**src/rtl/regfile_wb_arbiter.sv**
```systemverilog
// Write-side front end for the 32x32 register file: merges the pipeline writeback (A)
// with buffered long-latency results (B) onto one registered write port.
module regfile_wb_arbiter #(
  parameter int DWORD      = 32,
  parameter int FIFO_DEPTH = 4,
  parameter int CNT_W      = 3
) (
  input  logic             clk,
  input  logic             rst_n,
  input  logic             a_valid,
  input  logic [4:0]       a_addr,
  input  logic [DWORD-1:0] a_data,
  input  logic             b_valid,
  output logic             b_ready,
  input  logic [4:0]       b_addr,
  input  logic [DWORD-1:0] b_data,
  output logic [4:0]       w_addr_reg,
  output logic [DWORD-1:0] w_data_reg,
  output logic             w,
  output logic [31:0]      pending,
  output logic [CNT_W-1:0] fifo_count,
  output logic             stall_req
);

  localparam int PTR_W = $clog2(FIFO_DEPTH);

  logic [4:0]            fifo_addr [FIFO_DEPTH];
  logic [DWORD-1:0]      fifo_data [FIFO_DEPTH];
  logic [FIFO_DEPTH-1:0] fifo_live;
  logic [PTR_W-1:0]      rd_ptr;
  logic [PTR_W-1:0]      wr_ptr;
  logic [CNT_W-1:0]      count;

  logic a_wr;
  logic fifo_empty;
  logic b_acc;
  logic pop;
  logic bypass;
  logic push;

  // b_ready looks only at the registered count, so a full FIFO never falls through.
  assign b_ready    = rst_n && (count < CNT_W'(FIFO_DEPTH));
  assign stall_req  = (count == CNT_W'(FIFO_DEPTH));
  assign fifo_count = count;

  always_comb begin
    a_wr       = a_valid && (a_addr != 5'd0);
    fifo_empty = (count == '0);
    b_acc      = b_valid && b_ready;
    pop        = !a_wr && !fifo_empty;
    bypass     = !a_wr && fifo_empty && b_acc && (b_addr != 5'd0);
    // A B result racing a same-cycle A write to the same register is older, so it is dropped.
    push       = b_acc && !bypass && (b_addr != 5'd0) && !(a_wr && (a_addr == b_addr));
  end

  // NOTE: payload storage carries no reset; validity is tracked solely by fifo_live,
  // so stale address/data contents can never produce a write or a pending bit.
  always_ff @(posedge clk) begin
    if (push) begin
      fifo_addr[wr_ptr] <= b_addr;
      fifo_data[wr_ptr] <= b_data;
    end
  end

  always_ff @(posedge clk) begin
    if (!rst_n) begin
      w          <= 1'b0;
      w_addr_reg <= '0;
      w_data_reg <= '0;
      fifo_live  <= '0;
      rd_ptr     <= '0;
      wr_ptr     <= '0;
      count      <= '0;
    end else begin
      w <= 1'b0;
      if (a_wr) begin
        w          <= 1'b1;
        w_addr_reg <= a_addr;
        w_data_reg <= a_data;
      end else if (pop) begin
        if (fifo_live[rd_ptr]) begin
          w          <= 1'b1;
          w_addr_reg <= fifo_addr[rd_ptr];
          w_data_reg <= fifo_data[rd_ptr];
        end
      end else if (bypass) begin
        w          <= 1'b1;
        w_addr_reg <= b_addr;
        w_data_reg <= b_data;
      end

      // WAW cancel: the younger A write supersedes every buffered result for that register.
      for (int i = 0; i < FIFO_DEPTH; i++) begin
        if (a_wr && (fifo_addr[i] == a_addr)) fifo_live[i] <= 1'b0;
      end

      if (pop) begin
        fifo_live[rd_ptr] <= 1'b0;
        rd_ptr            <= rd_ptr + 1'b1;
      end
      if (push) begin
        fifo_live[wr_ptr] <= 1'b1;
        wr_ptr            <= wr_ptr + 1'b1;
      end

      case ({push, pop})
        2'b10:   count <= count + 1'b1;
        2'b01:   count <= count - 1'b1;
        default: count <= count;
      endcase
    end
  end

  // Unoccupied slots always have a cleared live bit, so only live entries contribute.
  always_comb begin
    pending = '0;
    for (int i = 0; i < FIFO_DEPTH; i++) begin
      if (fifo_live[i]) pending[fifo_addr[i]] = 1'b1;
    end
    pending[0] = 1'b0;
  end

endmodule

```
**config.mk**
```make
export PLATFORM = sky130hd
export DESIGN_NAME = regfile_wb_arbiter
export DESIGN_NICKNAME = d
export VERILOG_FILES = /design/src/rtl/regfile_wb_arbiter.sv
export SDC_FILE = /design/constraint.sdc
export NUM_CORES = 1
export LEC_CHECK = 0
export BUFFER_PORTS_ARGS = -buffer_cell sky130_fd_sc_hd__buf_2
export CAP_MARGIN = 20
export CORE_UTILIZATION = 57
export DETAILED_ROUTE_END_ITERATION = 7
export PLACE_DENSITY = 0.81
export REMOVE_ABC_BUFFERS = 1
export SETUP_SLACK_MARGIN = 0.5
export SLEW_MARGIN = 20
export SYNTH_ARGS = -nofsm -noshare
export SYNTH_HDL_FRONTEND = slang
export SYNTH_SLANG_ARGS = --single-unit
```
**constraint.sdc**
```tcl
create_clock -name clk -period 4.2 [get_ports clk]
set_clock_uncertainty 0.15 [all_clocks]
set_input_delay 0.63 -clock clk [delete_from_list [all_inputs] [get_ports clk]]
set_output_delay 0.63 -clock clk [all_outputs]
set_load 0.03 [all_outputs]
```
==> flow_summary.rst <==
.. list-table::
   :header-rows: 1

   * - Metric
     - Value
   * - Number of warnings issued by yosys
     - 0
   * - Minimum clock period after layout
     - 3.29 ns
   * - Number of distinct library cells after synthesis
     - 45
   * - Total setup buffers inserted after CTS
     - 0
   * - Count of hold-fix buffers inserted at cts
     - 0
   * - Final cycle utilization of the critical path
     - 0.783
   * - Vias after detailed routing
     - 6800
   * - Maximum clock frequency
     - 0.304 GHz
   * - Cells resized by post-CTS repair
     - 0
   * - CTS clock-pin slew for the worst setup and hold paths
     - 0.07 ns
   * - Global-route congestion overflow total
     - 0
   * - First-pass GRT wire length
     - 35.9 mm
   * - Multiplexer share of the synthesized area
     - 0.0945
   * - Final setup viols
     - 0
   * - Worst hold path class
     - in -> reg
   * - Setup slack of the worst register-to-register path
     - between 1 and 1.5 ns
   * - Post-synthesis share of cell area spent on xor and xnor gates
     - 0.0265
   * - Area of the mapped netlist
     - 9270 sq um
   * - Syn_area_per_cell
     - 12.8 sq um
   * - Setup WS post-layout
     - 0.911 ns
   * - DRC errors left
     - 0
   * - Worst path required time
     - 3.42 ns
   * - Chip width
     - 130 um
   * - Initial DRC count
     - between 600 and 700
   * - Number of hold-slack violations in the final timing report
     - 0
   * - Max H-tree Level
     - 4
   * - Power per standard cell area
     - 515 nW/um^2
   * - Total power after layout
     - 5.51 mW
   * - Final HPWL from detailed placement
     - about 15 mm
   * - Initial antenna violation count
     - 1
   * - Number of buffers created by CTS
     - 17
   * - Site Rows
     - 46
   * - Number of enable flip-flop cells after synthesis
     - 148
   * - Worst vdd ir
     - between 0.0003 and 0.0004 V
   * - Simple-gate share of the synthesized area
     - 0.119
   * - Starting density of the core
     - 0.583
   * - Number of nets in the finished design
     - 938
   * - Clock Tree Buf Depth
     - 2
   * - Type of the worst setup path
     - reg -> out
   * - Tightest Pin Transition
     - 1.10 ns
   * - Layout Utilization
     - 0.673
   * - Worst-path fanout max
     - 7
   * - Crit path DAT
     - 2.51 ns
   * - Unrepaired setup endpoints after global routing
     - false
   * - Via/cell ratio
     - approximately 6.3
   * - Antenna-violating nets left
     - 0
   * - Combinational family with the most area after synthesis
     - compound AO/OA/AOI/OAI gates
   * - Number of maximum-capacitance violations
     - 0
   * - Post-synthesis share of cell area spent on full adders, half adders and majority gates
     - 0.0143
   * - Quantity of I/O buffers inserted on ports
     - ~150
   * - Primary FF master, synth
     - edfxtp_1
   * - Part of the Yosys area used for sequential elements
     - 0.590
   * - Wire length per cell after detailed routing
     - 21.4 um
   * - Leak Pwr
     - 3.82 nW
   * - Number of clock sinks seen by CTS
     - approximately 200
   * - Result of the run
     - completed
   * - Number of iterations in the first detailed-routing pass
     - 5
   * - Synthesized instance count
     - 725
   * - Slew Limit Headroom
     - 0.268
   * - Via count of the first global-routing pass
     - 6650
   * - DP Worst Slack
     - 0.800 ns
   * - Kind of start point of the critical path
     - flip-flop
   * - Global routing usage summed across all routing layers
     - 0.290
   * - Largest net degree at the start of global routing
     - 65
   * - Final weighted congestion in routability-driven placement
     - ~0.96
   * - CTS tree
     - done
   * - Flop and latch count out of synthesis
     - 199
   * - P&R area growth vs syn
     - 15.4%
   * - Die span in y
     - 130 um
   * - Number of flip-flops in the largest register
     - 128
   * - Endpoint kind of the worst setup timing path
     - primary output
   * - Fraction of final layout cells sized beyond drive strength 1
     - 0.289
   * - Fraction of the mapped netlist area in compound gates
     - 0.121
   * - Top-level port count
     - 153
   * - Share of synthesized registers carrying an async set or reset
     - 0
   * - Total negative setup slack
     - 0 ns
   * - Clock Tree Root
     - clkbuf_16
   * - Number of pins exceeding their max-slew limit in the final report
     - 0
   * - Source-to-sink clock delay at the later pin of the worst-skew pair
     - between 0.4 and 0.5 ns
   * - Placeable core area
     - 15900 sq um
   * - Area of the die
     - 16800 sq um
   * - Total routed wirelength
     - 23.1 mm
## layout make-up
class	count	area, sq um
antenna	2	5.00
clock buffer	22	454
clock inverter	10	72.6
fill	1137	5190
inverter	11	41.3
multi-input combinational	457	3500
sequential	199	5470
tap	216	270
timing repair buffer	164	891
## cells by family after synthesis
kind of cell,count (synthesis)
AOI/OAI and AO/OA,155
xor gates and xnor gates,28
adders and majority gates,10
buffers and inverters,69
DFF,199
muxes,40
other,1
and+or+nand+nor,223
## cells in the mapped netlist, types with 2 or more instances
master / number / area [sq um]
a21oi_1: 22 / 110
nor4_1: 5 / 31.3
nor3_1: 3 / 15.0
nand2_1: 94 / 353
a32o_1: 4 / 40.0
inv_1: 11 / 41.3
o221ai_1: 16 / 140
or3_1: 4 / 25.0
or3b_2: 7 / 61.3
buf_4: 5 / 37.5
xor2_1: 12 / 105
buf_6: 3 / 33.8
o21ai_0: 38 / 190
o2bb2ai_1: 35 / 307
ha_1: 9 / 113
clkbuf_1: 36 / 135
mux4_2: 38 / 856
nand3_1: 44 / 220
buf_2: 13 / 65.1
o211ai_1: 9 / 67.6
a22oi_1: 14 / 105
and3b_1: 5 / 43.8
nor2_1: 25 / 93.8
nor3b_1: 8 / 60.1
dfxtp_1: 51 / 1020
and3_1: 5 / 31.3
and2_1: 5 / 31.3
mux2i_1: 2 / 20.0
a221o_1: 7 / 70.1
edfxtp_1: 148 / 4440
nand3b_1: 12 / 90.1
xnor2_1: 16 / 140
o22ai_1: 7 / 43.8
## through the flow
step                      hold WS (ns)  std cells  cell area (sq um)
after floorplan                  0.318        667               8990
after global placement           0.290       1047              10200
after detailed placement         0.293       1047              10200
after CTS                        0.273       1079              10700
after global routing             0.264       1079              10700
final                            0.280       1081              10700
## cell usage in the layout (no fill, tap or decap), types with 5 or more instances in the layout
| master | n |
|---|---|
| a21oi_1 | 22 |
| a221o_1 | 7 |
| a22oi_1 | 14 |
| and3_1 | 5 |
| and3b_1 | 5 |
| buf_2 | 151 |
| buf_4 | 10 |
| clkbuf_16 | 17 |
| dfxtp_1 | 50 |
| edfxtp_1 | 148 |
| ha_1 | 9 |
| inv_1 | 11 |
| mux4_2 | 38 |
| nand2_1 | 94 |
| nand3_1 | 44 |
| nand3b_1 | 12 |
| nor2_1 | 25 |
| nor3b_1 | 8 |
| nor4_1 | 5 |
| o211ai_1 | 9 |
| o21ai_0 | 38 |
| o221ai_1 | 16 |
| o22ai_1 | 7 |
| o2bb2ai_1 | 35 |
| or3b_2 | 7 |
| xnor2_1 | 16 |
| xor2_1 | 12 |
## power breakdown
| part | internal [mW] | switching [mW] |
|---|---|---|
| registers | 2.31 | 0.159 |
| clock network | 0.776 | 0.694 |
| logic | 0.584 | 0.984 |
## layer usage
layer	routed length, um	part of all wire	up-vias	GRT usage
li1	-	-	3039	-
met2	11500	0.50	402	0.491
met1	9140	0.40	3300	0.371
met4	546	0.024	0	0.0958
met5	0	0	-	0
met3	1970	0.085	59	0.0681
## critical path: stages, from the launching register on
cell,delay (ns)
edfxtp_1,0.51
nor3b_1,0.93
a22oi_1,0.21
o221ai_1,0.17
buf_2,0.26
## worst paths after layout
| path | cells past startpoint | startpoint | endpoint |
|---|---|---|---|
| setup / recovery | 4 | fifo_addr[0][0] | pending[24] |
| setup reg to reg | 10 | fifo_count[0] | fifo_count[2] |
| hold / removal | 1 | b_data[7] | fifo_data[1][7] |
| hold reg to reg | 1 | w_data_reg[14] | w_data_reg[14] |
No activity file was read; power rests on OpenSTA's default activity.
